File: config.mk
export PLATFORM = sky130hd
export DESIGN_NAME = i2s_tx
export DESIGN_NICKNAME = d
export VERILOG_FILES = /design/src/rtl/sample_pkg.sv /design/src/rtl/i2s_clk_gen.sv /design/src/rtl/i2s_tx.sv
export SDC_FILE = /design/constraint.sdc
export NUM_CORES = 1
export LEC_CHECK = 0
export CAP_MARGIN = 40
export CORE_UTILIZATION = 55
export CTS_CLUSTER_SIZE = 8
export DETAILED_ROUTE_END_ITERATION = 16
export GPL_ROUTABILITY_DRIVEN = 0
export PLACE_DENSITY = 0.89
export SETUP_SLACK_MARGIN = 0.15
export SYNTH_ARGS = -nofsm -noshare
export SYNTH_HDL_FRONTEND = slang
export SYNTH_SLANG_ARGS = --single-unit
File: constraint.sdc
create_clock -name clk -period 2.5 [get_ports clk]
set_clock_uncertainty 0.1 [all_clocks]
set_input_delay 0.625 -clock clk [delete_from_list [all_inputs] [get_ports clk]]
set_output_delay 0.625 -clock clk [all_outputs]
set_load 0.1 [all_outputs]
File: src/rtl/sample_pkg.sv
// Shared sample payload and I2S frame defaults for the codec-side transmitter and receiver.
package sample_pkg;

    localparam int unsigned SAMPLE_W          = 24;
    localparam int unsigned I2S_SLOT_BITS     = 32;
    localparam int unsigned I2S_SCLK_HALF_DIV = 4;

    typedef struct packed {
        logic signed [SAMPLE_W-1:0] lc;
        logic signed [SAMPLE_W-1:0] rc;
    } sample_t;

endpackage

File: src/rtl/i2s_clk_gen.sv
// I2S bit clock, word select and slot bit counter derived from the system clock.
module i2s_clk_gen
    import sample_pkg::*;
#(
    parameter int unsigned SLOT_BITS     = I2S_SLOT_BITS,
    parameter int unsigned SCLK_HALF_DIV = I2S_SCLK_HALF_DIV,
    localparam int unsigned CNT_W        = $clog2(2 * SLOT_BITS),
    localparam int unsigned DIV_W        = (SCLK_HALF_DIV > 1) ? $clog2(SCLK_HALF_DIV) : 1
) (
    input  logic             clk,
    input  logic             rst,
    output logic             sclk,
    output logic             lrck,
    output logic [CNT_W-1:0] bit_cnt,
    output logic             fall_c,
    output logic             wrap_c
);

    logic [DIV_W-1:0] div_cnt;
    logic             div_term_c;
    logic [CNT_W-1:0] bit_nxt_c;

    always_comb begin
        div_term_c = (div_cnt == DIV_W'(SCLK_HALF_DIV - 1));
        fall_c     = div_term_c & sclk;
        wrap_c     = fall_c & (bit_cnt == CNT_W'(2 * SLOT_BITS - 1));
        bit_nxt_c  = (bit_cnt == CNT_W'(2 * SLOT_BITS - 1)) ? '0 : bit_cnt + CNT_W'(1);
    end

    // Bit count and word select move together on the SCLK falling edge.
    always_ff @(posedge clk or negedge rst) begin
        if (!rst) begin
            div_cnt <= '0;
            sclk    <= 1'b0;
            bit_cnt <= '0;
            lrck    <= 1'b0;
        end else begin
            if (div_term_c) begin
                div_cnt <= '0;
                sclk    <= ~sclk;
            end else begin
                div_cnt <= div_cnt + DIV_W'(1);
            end
            if (fall_c) begin
                bit_cnt <= bit_nxt_c;
                lrck    <= (bit_nxt_c >= CNT_W'(SLOT_BITS));
            end
        end
    end

endmodule

File: src/rtl/i2s_tx.sv
// I2S transmitter: one-entry sample buffer, frame register and MSB-first serializer to the DAC.
module i2s_tx
    import sample_pkg::*;
#(
    parameter int unsigned DATA_WIDTH    = SAMPLE_W,
    parameter int unsigned SLOT_BITS     = I2S_SLOT_BITS,
    parameter int unsigned SCLK_HALF_DIV = I2S_SCLK_HALF_DIV
) (
    input  logic    clk,
    input  logic    rst,
    input  sample_t data_i,
    input  logic    vld_i,
    output logic    rdy_o,
    output logic    sclk_o,
    output logic    lrck_o,
    output logic    sdata_o,
    output logic    underrun_o
);

    localparam int unsigned CNT_W = $clog2(2 * SLOT_BITS);
    localparam int unsigned IDX_W = $clog2(DATA_WIDTH);

    logic [CNT_W-1:0]      bit_cnt;
    logic                  fall_c;
    logic                  wrap_c;
    logic [CNT_W-1:0]      bit_nxt_c;
    logic [CNT_W-1:0]      pos_c;
    logic                  right_c;
    logic [DATA_WIDTH-1:0] word_c;
    logic [IDX_W-1:0]      idx_c;
    logic                  bit_c;
    sample_t               buf_q;
    sample_t               frame_q;

    i2s_clk_gen #(
        .SLOT_BITS     (SLOT_BITS),
        .SCLK_HALF_DIV (SCLK_HALF_DIV)
    ) u_clk_gen (
        .clk     (clk),
        .rst     (rst),
        .sclk    (sclk_o),
        .lrck    (lrck_o),
        .bit_cnt (bit_cnt),
        .fall_c  (fall_c),
        .wrap_c  (wrap_c)
    );

    // Bit for the slot position about to start; position 0 is the I2S one-bit delay.
    always_comb begin
        bit_nxt_c = wrap_c ? '0 : bit_cnt + CNT_W'(1);
        right_c   = (bit_nxt_c >= CNT_W'(SLOT_BITS));
        pos_c     = right_c ? bit_nxt_c - CNT_W'(SLOT_BITS) : bit_nxt_c;
        word_c    = right_c ? frame_q.rc : frame_q.lc;
        idx_c     = IDX_W'(CNT_W'(DATA_WIDTH) - pos_c);
        bit_c     = 1'b0;
        if ((pos_c != '0) && (pos_c <= CNT_W'(DATA_WIDTH))) begin
            bit_c = word_c[idx_c];
        end
    end

    // rdy_o doubles as the buffer-empty flag; load and accept are mutually exclusive on it.
    always_ff @(posedge clk or negedge rst) begin
        if (!rst) begin
            buf_q      <= '0;
            frame_q    <= '0;
            rdy_o      <= 1'b1;
            sdata_o    <= 1'b0;
            underrun_o <= 1'b0;
        end else begin
            underrun_o <= wrap_c & rdy_o;
            if (wrap_c && !rdy_o) begin
                frame_q <= buf_q;
                rdy_o   <= 1'b1;
            end else if (vld_i && rdy_o) begin
                buf_q <= data_i;
                rdy_o <= 1'b0;
            end
            if (fall_c) begin
                sdata_o <= bit_c;
            end
        end
    end

endmodule

# Yosys cells after proc, flatten, opt, wreduce, memory -nomap -nowiden

Cells that the tools add are included.

Register bits after elaboration: 109
Logic and storage cells: 43
Output and inout bits: 5
Input bits: 51

Eq/ne operators: 2
$lt $le $gt $ge: 4
Bitwise gates (word level): 5
Muxes and demuxes: 10
Add/sub/neg operators: 4
Reductions and logical operators: 7

Operators by type and width:

| cell                | number |
|---|---|
| $mux 24             | 1 |
| $mux 6              | 3 |
| $ge 6x6->1 const B  | 2 |
| $add 6x1->6 const B | 1 |
| $eq 6x6->1 const B  | 1 |
| $le 6x5->1 const B  | 1 |
| $lt 5x6->1 const B  | 1 |
| $reduce_bool 6->1   | 1 |
| $sub 6x6->6 const B | 1 |
| $bmux 1 s5          | 1 |
| $sub 5x5->5 const A | 1 |
| $mux 1              | 4 |
| $and 1x1->1         | 3 |
| $logic_and 1x1->1   | 3 |
| $add 2x1->2 const B | 1 |
| $eq 2x2->1 const B  | 1 |
| $mux 2              | 1 |
| $not 1->1           | 2 |
| $reduce_and 2->1    | 1 |
| $reduce_bool 2->1   | 1 |
| $logic_not 1->1     | 1 |

# Depth between registers and ports, before layout

Depth in word-level cells: 10
Gate-level depth with buffers: 10
Gate-level depth less buffers: 8

# Modules after synthesis

Synthesis repeated with hierarchy kept, for this count alone.

Cell total of the unflattened synthesis: 364
Area total of the unflattened synthesis: 4829.6 µm²

By module, submodules not included:

| module      | area each (µm²) | instances | sequential area each (µm²) | cells each |
|---|---|---|---|---|
| i2s_tx      | 4420.5          | 1         | 2478.6                     | 325 |
| i2s_clk_gen | 409.1           | 1         | 225.2                      | 39 |

# Least setup slack after synthesis

No wires, ideal clock.

Kind: flip-flop to flip-flop
Start: register u_clk_gen.bit_cnt[5]
End: register sdata_o
Required time: 2305 ps
Arrival time: 2544 ps
Period minus slack after synthesis: 2739 ps
Stages on the path, launching flop included: 9
Setup slack: -239 ps
Path buffers: 1
Setup time: 95 ps
Path through: dfrtp_1 > inv_1 > buf_2 > nand3_1 > nand2_1 > mux2i_1 > a211o_1 > o32a_1 > o31ai_1

Word-level cells in the longest chain between the ends: 9
Elaborated cells between the ends (all ways): 15
Those cells by class: 3 x add/sub; 2 x order compare; 1 x eq/ne; 6 x mux; 1 x bitwise; 2 x reduce/logical

RTL lines:

| what                                                                | line                       | text |
|---|---|---|
| from (decl)                                                         | i2s_clk_gen.sv:14          | `output logic [CNT_W-1:0] bit_cnt,` |
| from (signal assigned)                                              | i2s_clk_gen.sv:45          | `bit_cnt <= bit_nxt_c;` |
| parallel branches: the longest is 2 deep, another holds $add 6x1->6 | -                          |  |
| $mux 6 (*)                                                          | i2s_tx.sv:50               | `bit_nxt_c = wrap_c ? '0 : bit_cnt + CNT_W'(1);` |
| $sub 6x6->6 or $ge 6x6->1 (tied branches)                           | i2s_tx.sv:52, i2s_tx.sv:51 |  |
| $mux 6                                                              | i2s_tx.sv:52               | `pos_c = right_c ? bit_nxt_c - CNT_W'(SLOT_BITS) : bit_nxt_c;` |
| $sub 5x5->5                                                         | i2s_tx.sv:54               | `idx_c = IDX_W'(CNT_W'(DATA_WIDTH) - pos_c);` |
| $bmux 1 s5                                                          | i2s_tx.sv:57               | `bit_c = word_c[idx_c];` |
| $mux 1 (implied by the code)                                        | i2s_tx.sv:57               |  |
| $mux 1 (*)                                                          | i2s_tx.sv:56               | `if ((pos_c != '0) && (pos_c <= CNT_W'(DATA_WIDTH))) begin` |
| to (signal assigned)                                                | i2s_tx.sv:79               | `sdata_o <= bit_c;` |
| to (decl)                                                           | i2s_tx.sv:16               | `output logic sdata_o,` |

Every way passes the cells marked *. The select of a mux whose other input is x is not followed.
A chain may end at the register's enable or synchronous reset.

# Worst setup path in the final report

Start: register u_clk_gen.bit_cnt[0]
End: register sdata_o

Same word-level chain as after synthesis.

==> reports/metrics.csv <==
stage,metric,value,unit
worst_setup_path,worst-path-max-fanout,10,
routing,drt_iter0_markers,479,
worst_setup_path,cp_top_family,compound AO/OA/AOI/OAI gates,
sta,tightest_slew,546.8,ps
placement,dp_slack,52.27,ps
worst_setup_path,cp.arrival,2720,ps
sta,maxSlewHeadroom,63.26,%
cells_and_area,layout_common_cells,"104 x dfrtp_1, 96 x mux2_2, 49 x clkdlybuf4s50_1",
die,placementRows,34,
yosys,synth-main-ff-cell,dfrtp_1,
hold_path,min_path_type,primary input to async pin,
yosys,ys_ff_latch,108,
sta,slew_violations,0,
cells_and_area,final_common_cell,dfrtp_1,
yosys,synthTopCellsByArea,"dfrtp_1 53%, mux2_2 21%, o21ai_0 2.0%",
yosys,synth_compound_area_share,11.12,%
die,dieArea,9652,sq um
placement,port_buffers,55,
sta,fin_crit_sh,102.4,%
clocking,holdBufCountCts,0,
yosys,yosysSeqAreaShare,53.07,%
worst_setup_path,cp_num_buf_inv,1,
power_and_ir_drop,ir_worst_vdd,0.0003644,V
global_route,grt_pass1_wl,20090,microns
cells_and_area,area_growth_syn_to_layout,22.50,%
sta,fin_hold_ws,60.34,ps
run_status,outcome,"complete, but fails checks",
sta,setup_viol,1,
flow_run,maxCapViolations,0,
yosys,mappedNetlistNets,468,
cells_and_area,num-nets-final,535,
clocking,h-tree-depth,3,
yosys,synthSimpleGateAreaFrac,7.588,%
power_and_ir_drop,p_comb_share,6.5,%
global_route,antenna_found_initial,0,
routing,postRouteAntennaNets,0,
clocking,cts_tree,yes,
die,ioPinCount,56,
run_status,violations,setup timing,
die,die_w,98.25,microns
cells_and_area,antenna_cells,0,
worst_setup_path,startpoint_type,register,
sta,finalWorstPathRequiredPeriod,2561,ps
worst_setup_path,required,2660,ps
yosys,netlist_area,5095,sq um
cells_and_area,drive_gt1_share,35.73,%
power_and_ir_drop,p_clk_share,33.9,%
routing,drt-pass1-iter-count,8,
global_route,overflow,0,
worst_setup_path,timing.rr.start,u_clk_gen.bit_cnt[0],
routing,drt_wl_total,12330,microns
yosys,synth_top_family_by_area,multiplexers,
yosys,synth_edf_count,0,
clocking,clockRootBuffer,clkbuf_8,
routing,dr_total_vias,3850,
clocking,clock_sinks,108,
worst_setup_path,ff2ff_path_depth,9,
yosys,ys_types,56,
die,core-area,8848,sq um
yosys,yosys.area.top_type,dfrtp_1,
sta,setup_ws,-60.84,ps
clocking,clockBufferDepth,2,
placement,place_hpwl,8434,microns
power_and_ir_drop,p_leak,2.812,nW
power_and_ir_drop,powerDensity,506.4,nW/um^2
global_route,grt_pass1_vias,3900,
clocking,clk_latency,380,ps
worst_setup_path,r2r_setup_slack,-60,ps
routing,wl_per_cell,20.72,microns
clocking,clk_pin_slew,110,ps
global_route,grt_max_degree,52,
yosys,yosys_warnings,0,
power_and_ir_drop,switching_share,22.59,%
yosys,synthXorXnorAreaFrac,0.8595,%
clocking,cts_buffers,9,
worst_setup_path,r2r_end,sdata_o,
routing,drcViolationCount,0,
sta,hold_viol_final,0,
routing,via_per_inst,6.471,
power_and_ir_drop,internal_power,2.446,mW
power_and_ir_drop,netSwitchingPower,0.7139,mW
sta,max_freq,0.3905,GHz
worst_setup_path,slowest_delay,440,ps
yosys,synth_fa_ha_area_share,0.4912,%
yosys,syn_inst,415,
die,start_util,57.58,%
yosys,synth_mux_area_share,23.23,%
sta,rsz0062_at_grt,yes,
die,dieHeight,98.25,microns
yosys,syn-mean-instance-area,12.28,sq um
worst_setup_path,endpoint_kind,register,
worst_setup_path,crit_type,register to register,
worst_setup_path,critical_path.slowest_cell,dfrtp_2,
power_and_ir_drop,seq_power_share,59.6,%
global_route,track_usage,26.93,%
worst_setup_path,crit_chain,ha_4 > buf_4 > nor4bb_1 > a21oi_1 > nor3_1 > o32ai_2 > a311oi_1 > o32a_1 > o31ai_2,
yosys,async_flop_share,100.0,%
yosys,synth_top_area_share,52.55,%
synth_stat cells (3+ instances only):
cell	instances
a211o_1	3
a211oi_1	4
a21oi_1	13
a31oi_1	4
a32oi_1	3
and2_1	4
and3_1	6
buf_2	13
buf_4	3
buf_6	3
clkbuf_1	9
dfrtp_1	107
inv_1	5
mux2_2	96
mux2i_1	8
nand2_1	22
nand3_1	7
nor2_1	17
nor2b_1	3
nor3_1	9
o21ai_0	20
o31ai_1	3
o32ai_1	4
xor2_1	3
stage by stage:
step | setup TNS (ps) | std cells | cell area [sq um] | total power, mW | util (%)
2_1_floorplan | 0 | 415 | 5114 | 1.974 | -
3_3_place_gp | 0 | 577 | 5924 | 2.110 | 66.95
3_5_place_dp | 0 | 577 | 5924 | 2.129 | 66.95
4_1_cts | 0 | 595 | 6198 | 3.187 | 70.05
5_1_grt | -136.8 | 595 | 6241 | 3.280 | 70.53
6_report | -60.84 | 595 | 6241 | 3.160 | 70.53
logic make-up (layout without fill, tap and decap cells):
logic type | Yosys count | in the layout
AO/OA/AOI/OAI | 80 | 80
XOR/XNOR | 5 | 5
adder cells (fa/ha/maj) | 2 | 2
buffers and inverters | 36 | 108
flip-flops | 108 | 108
multiplexers | 106 | 106
AND/OR/NAND/NOR | 78 | 78
sequential cells by signal, indices dropped and copies added, names as in the netlist:
register / cells
buf_q: 48
underrun_o: 1
u_clk_gen.sclk: 1
sdata_o: 1
frame_q: 48
u_clk_gen.bit_cnt: 6
u_clk_gen.div_cnt: 2
rdy_o: 1
routing by layer:
layer | track usage (%) | wire, microns | vias up
met5 | 0 | 0 | -
met4 | 12.86 | 629 | 0
met3 | 5.369 | 1050 | 62
met2 | 43.01 | 6047 | 271
met1 | 35.60 | 4604 | 1865
li1 | - | - | 1652
cell type report:
class                           instances  area (sq um)
Timing Repair Buffer                   86         875.8
Sequential cell                       108          2713
Clock inverter                          6         72.57
Inverter                                6         22.52
Clock buffer                           10         127.6
Multi-Input combinational cell        271          2295
Fill cell                             582          2608
Tap cell                              108         135.1
worst register-to-register path: cells and delay by family, from the launching register on:
family | cells | cell delay, ps
AOI/OAI and AO/OA | 5 | 980
and+or+nand+nor | 2 | 500
DFF | 1 | 440
adders and majority gates | 1 | 240
buffers and inverters | 1 | 200
how the worst max path moves through the flow:
stage / startpoint / endpoint / slack [ps] / cells past startpoint
after CTS: u_clk_gen.div_cnt[0] / sdata_o / 150 / 9
after detailed placement: u_clk_gen.bit_cnt[0] / sdata_o / 50 / 8
after global placement: u_clk_gen.bit_cnt[0] / sdata_o / 160 / 8
final: u_clk_gen.bit_cnt[0] / sdata_o / -60 / 9
after floorplan: u_clk_gen.sclk / sdata_o / 160 / 8
after global routing: u_clk_gen.bit_cnt[0] / sdata_o / -140 / 9
what timing repair did:
action | CTS | global route
gates cloned | 1 | 0
pin swaps | 4 | 1
buffers inserted | 1 | 0
setup endpoints to repair | 1 | 2
resized for setup | 12 | 9
power by group through the flow:
stage                     registers [mW]  logic (mW)  clock network [mW]
after global placement              1.91       0.197                   0
final                               1.88       0.204                1.07
after global routing                1.90       0.226                1.16
after floorplan                     1.90      0.0782                   0
after CTS                           1.89       0.210                1.09
after detailed placement            1.92       0.209                   0
Note: power is estimated with default switching activity, not from simulation.
